<file path="config.mk">
export PLATFORM = sky130hd
export DESIGN_NAME = mem_branch_resolver
export DESIGN_NICKNAME = d
export VERILOG_FILES = /design/src/rtl/mem_branch_resolver.sv
export SDC_FILE = /design/constraint.sdc
export NUM_CORES = 1
export LEC_CHECK = 0
export CAP_MARGIN = 30
export CORE_ASPECT_RATIO = 0.8
export CORE_MARGIN = 3
export CORE_UTILIZATION = 35
export CTS_BUF_LIST = sky130_fd_sc_hd__clkbuf_8
export DETAILED_ROUTE_END_ITERATION = 10
export PLACE_DENSITY = 0.76
export SYNTH_ARGS = -nofsm -noshare
export SYNTH_HDL_FRONTEND = slang
export SYNTH_SLANG_ARGS = --single-unit
</file>
<file path="constraint.sdc">
create_clock -name clk -period 1.78 [get_ports clk]
set_input_delay 0.356 -clock clk [delete_from_list [all_inputs] [get_ports clk]]
set_output_delay 0.356 -clock clk [all_outputs]
set_load 0.05 [all_outputs]
</file>
<file path="src/rtl/mem_branch_resolver.sv">
// MEM-stage branch resolver: flag-based branch decision, forwarding mux, MEM/WB register and post-branch squash.
// Optional statistics counters are built only when MEM_BR_STATS_EN is defined.
module mem_branch_resolver #(
    parameter  int DATA_W      = 16,
    parameter  int NUM_FWD     = 2,
    parameter  int FLUSH_DEPTH = 2,
    parameter  int CNT_W       = 16,
    localparam int SEL_W       = $clog2(NUM_FWD + 1),
    localparam int FC_W        = (FLUSH_DEPTH > 0) ? $clog2(FLUSH_DEPTH + 1) : 1
) (
    input  logic                      clk,
    input  logic                      rst_n,
    input  logic                      hlt,
    input  logic                      in_valid,
    input  logic                      in_is_branch,
    input  logic [2:0]                in_branch_op,
    input  logic                      in_pc_src,
    input  logic [2:0]                in_flags,
    input  logic                      in_flags_we,
    input  logic [DATA_W-1:0]         in_mem_data,
    input  logic [NUM_FWD*DATA_W-1:0] fwd_data,
    input  logic [SEL_W-1:0]          fwd_sel,
    output logic                      cntrl_branch,
    output logic                      flush_active,
    output logic [2:0]                flags_q,
    output logic                      wb_valid,
    output logic [DATA_W-1:0]         wb_data,
    output logic [CNT_W-1:0]          stat_branches,
    output logic [CNT_W-1:0]          stat_taken
);

    localparam logic [2:0] OP_NEQ    = 3'b000;
    localparam logic [2:0] OP_EQ     = 3'b001;
    localparam logic [2:0] OP_GT     = 3'b010;
    localparam logic [2:0] OP_LT     = 3'b011;
    localparam logic [2:0] OP_GTE    = 3'b100;
    localparam logic [2:0] OP_LTE    = 3'b101;
    localparam logic [2:0] OP_OVFL   = 3'b110;
    localparam logic [2:0] OP_UNCOND = 3'b111;

    logic [2:0]        r_flags;
    logic [FC_W-1:0]   r_fcnt;
    logic              r_wb_valid;
    logic [DATA_W-1:0] r_wb_data;

    logic              w_live;
    logic              w_cond;
    logic              w_branch;
    logic              w_z;
    logic              w_v;
    logic              w_n;
    logic [DATA_W-1:0] w_sel_data;

    assign w_live = in_valid & (r_fcnt == '0);
    assign w_z    = r_flags[2];
    assign w_v    = r_flags[1];
    assign w_n    = r_flags[0];

    // Conditions read only the stored flags, never this instruction's in_flags.
    always_comb begin
        w_cond = 1'b0;
        case (in_branch_op)
            OP_NEQ:    w_cond = ~w_z;
            OP_EQ:     w_cond = w_z;
            OP_GT:     w_cond = ~w_z & ~w_n;
            OP_LT:     w_cond = w_n;
            OP_GTE:    w_cond = ~w_n;
            OP_LTE:    w_cond = w_n | w_z;
            OP_OVFL:   w_cond = w_v;
            OP_UNCOND: w_cond = 1'b1;
            default:   w_cond = 1'b0;
        endcase
    end

    always_comb begin
        w_branch = 1'b0;
        if (w_live && !hlt)
            w_branch = in_is_branch ? w_cond : in_pc_src;
    end

    // Out-of-range selects fall back to the memory read data.
    always_comb begin
        w_sel_data = in_mem_data;
        for (int k = 1; k <= NUM_FWD; k++) begin
            if (fwd_sel == SEL_W'(k))
                w_sel_data = fwd_data[k*DATA_W-1 -: DATA_W];
        end
    end

    always_ff @(posedge clk or negedge rst_n) begin
        if (!rst_n) begin
            r_flags <= '0;
        end else if (!hlt && w_live && in_flags_we) begin
            r_flags <= in_flags;
        end
    end

    always_ff @(posedge clk or negedge rst_n) begin
        if (!rst_n) begin
            r_wb_valid <= 1'b0;
            r_wb_data  <= '0;
        end else if (!hlt) begin
            r_wb_valid <= w_live;
            if (w_live)
                r_wb_data <= w_sel_data;
        end
    end

    // With FLUSH_DEPTH=0 the load value is 0, so the counter never leaves zero.
    always_ff @(posedge clk or negedge rst_n) begin
        if (!rst_n) begin
            r_fcnt <= '0;
        end else if (!hlt) begin
            if (w_branch)
                r_fcnt <= FC_W'(FLUSH_DEPTH);
            else if (r_fcnt != '0)
                r_fcnt <= r_fcnt - FC_W'(1);
        end
    end

`ifdef MEM_BR_STATS_EN
    logic [CNT_W-1:0] r_stat_br;
    logic [CNT_W-1:0] r_stat_tk;
    logic             w_br_seen;

    assign w_br_seen = w_live & in_is_branch & ~hlt;

    always_ff @(posedge clk or negedge rst_n) begin
        if (!rst_n) begin
            r_stat_br <= '0;
            r_stat_tk <= '0;
        end else if (w_br_seen) begin
            if (r_stat_br != '1)
                r_stat_br <= r_stat_br + CNT_W'(1);
            if (w_branch && r_stat_tk != '1)
                r_stat_tk <= r_stat_tk + CNT_W'(1);
        end
    end

    assign stat_branches = r_stat_br;
    assign stat_taken    = r_stat_tk;
`else
    assign stat_branches = '0;
    assign stat_taken    = '0;
`endif

    assign cntrl_branch = w_branch;
    assign flush_active = (r_fcnt != '0);
    assign flags_q      = r_flags;
    assign wb_valid     = r_wb_valid;
    assign wb_data      = r_wb_data;

endmodule

</file>
==> results_dict.tcl <==
set metrics [dict create \
    grt_usage_pct 14.6 \
    io_pins 117 \
    synth_edf_count 0 \
    hold_viol_final 0 \
    final-max-slew-violation-count 0 \
    ys_seq_area_share_pct 32.3 \
    holdBufCountCts 0 \
    post-place-ws_ns -0.334 \
    finClkSkew_ns 0.00283 \
    n_antenna_cell 0 \
    hpwlAfterDp_um 3560 \
    vias 1550 \
    netlist_area_um2 1710 \
    synthTopCellsByArea "dfrtp_1, buf_4, mux2_2" \
    syn_area_per_cell_um2 8.89 \
    synth_most_common_cell "nand2_1" \
    rsz0062_at_grt "yes" \
    cts_sinks 22 \
    period_needed_ns 1.85 \
    cap_violations 0 \
    final_area_um2 2730 \
    drive_gt1_share_pct 27.2 \
    grt_start_max_net_pins 34 \
    initialDrtViolationCount 71 \
    grt_overflow 0 \
    slowest_stage "clkdlybuf4s50_1" \
    fin_crit_sh_pct 104 \
    drc 0 \
    nNetsFinal 355 \
    leakage_nw 1.28 \
    coreArea_um2 4650 \
    start_kind "input pin" \
    crit_path_max_incr_delay_ns 0.48 \
    post-route-util_pct 58.6 \
    yosys.area.top_type_share_pct 32.3 \
    async_reset_ff_share_pct 100 \
    routedWlPerCell_um 12.8 \
    peakVddDrop_uv 797 \
    crit_type "input pin to primary output" \
    cts_tree "built" \
    clock-root-buffer "clkbuf_8" \
    max_freq_ghz 0.542 \
    grt.met2_usage_pct 22.9 \
    synth_warnings 0 \
    fp.dieArea_um2 5760 \
    grt_pass1_vias 1448 \
    area_delta_synth_final_pct 59.8 \
    end_kind "primary output" \
    arrival_ns 1.49 \
    ys_ff_latch 22 \
    crit_fanout 2 \
    busiest_layer "met2" \
    grt_util_met1_pct 20.4 \
    numPortBuffers 84 \
    violations "negative setup slack" \
    min_path_type "input pin to asynchronous set/reset pin" \
    gp_congestion 0.830 \
    rrSetupSlack_ns 0.11 \
    ys.flop_type "dfrtp_1" \
    p_per_area_nw_per_um2 1290 \
    clkSlewWorstSetupHoldPaths_ns 0.08 \
    synth_largest_area_cell "dfrtp_1" \
    clk_latency_ns 0.26 \
    finalWirelength_um 4470 \
    cts_buffers 3 \
    syn_inst 192 \
    std_cell_rows 22 \
    place_area_um2 2570 \
    setup_ws_ns -0.0661 \
    crit_chain "clkdlybuf4s50_1 -> inv_1 -> a31oi_2 -> a31oi_4 -> buf_12" \
    fillCellCount 424 \
    setup_viol 1 \
    synth_common_cells "nand2_1, buf_4, o21ai_0, dfrtp_1, mux2_2" \
    die_h_um 68.5 \
    htreeDepth 1 \
    grt_pass1_wl_um 6800 \
    yosysUniqueCellTypes 30 \
    vias_per_cell 4.43 \
    clockBufferDepth 2 \
    die_w_um 84.1 \
    antenna_left 0 \
    grtUsageMet3_pct 3.13 \
    cp.required_ns 1.42 \
    fin_setup_tns_ns -0.0661 \
    dr.pass1.iters 4 \
    antenna_found_initial 0 \
    start_util_pct 36.7 \
    status "complete, but fails checks" \
]
-- through the flow --
step | hold slack (ns) | std cells | total power [W]
after floorplan | 0.0604 | 223 | 0.00233
after CTS | 0.455 | 347 | 0.00352
after detailed placement | 0.471 | 339 | 0.00305
after global routing | 0.472 | 350 | 0.00375
final | 0.448 | 350 | 0.00353
after global placement | 0.462 | 339 | 0.00299
-- registers in the layout, indices dropped and copies added, names as in the netlist --
| name | flops |
|---|---|
| flags_q | 3 |
| r_fcnt | 2 |
| wb_valid | 1 |
| wb_data | 16 |
-- repair_timing --
action,4_1_cts,5_1_grt
pin swaps,5,2
setup buffers,4,3
gates resized for setup,15,0
endpoints found under the setup margin,3,2
-- worst paths after layout --
path,to,depth (start not counted),startpoint
max,cntrl_branch,5,in_is_branch
min,r_fcnt[0],2,rst_n
max reg2reg,r_fcnt[1],7,r_fcnt[0]
min reg2reg,wb_data[14],2,wb_data[14]
max in group asynchronous,wb_data[15],2,rst_n
min in group clk,wb_data[14],2,wb_data[14]
-- routing by layer --
layer  vias up  share of wire (%)  wire length (µm)
met1       689                 46              2050
met5         -                  0                 0
met2        59                 46              2070
met4         0               0.43                19
li1        800                  -                 -
met3         2                7.3               328
-- where the power goes --
group          internal [W]  leakage (nW)  switching [W]
logic              0.000841         0.976        0.00145
clock network      0.000197        0.0288       0.000150
registers          0.000732         0.273       0.000155
total               0.00177          1.28        0.00176
-- placed cells by master (no fill, tap or decap), types with 2 or more instances in the layout --
cell type        instances
buf_12                   4
buf_4                   38
clkbuf_8                 4
clkdlybuf4s50_1         59
conb_1                  32
dfrtp_1                 22
dlygate4sd2_1            3
inv_1                    2
inv_2                    2
mux2_2                  19
mux2i_1                 16
nand2_1                 34
nor2_1                   2
o21ai_0                 32
-- critical path: cells and delay by family --
family                 cells  cell delay [ns]
AOI/OAI and AO/OA          2             0.42
buffers and inverters      3             0.70
-- logic make-up after synthesis --
logic type | Yosys count | share of synthesized area, %
AND/OR/NAND/NOR | 42 | 11.2
flip-flops | 22 | 32.3
adder cells (fa/ha/maj) | 1 | 0.733
other | 1 | 0.220
multiplexers | 36 | 22.6
buffers and inverters | 46 | 17.4
AO/OA/AOI/OAI | 44 | 15.5
-- final cells by class --
| cell class | instances | area [µm²] | area share, % |
|---|---|---|---|
| clock buffers | 4 | 55.1 | 2.02 |
| inverters | 4 | 15.0 | 0.551 |
| multi-input cells | 155 | 1040 | 38.0 |
| flip-flops and latches | 22 | 551 | 20.2 |
| well taps | 60 | 75.1 | 2.75 |
| repair buffers | 105 | 993 | 36.4 |
No activity file was read; power rests on OpenSTA's default activity.
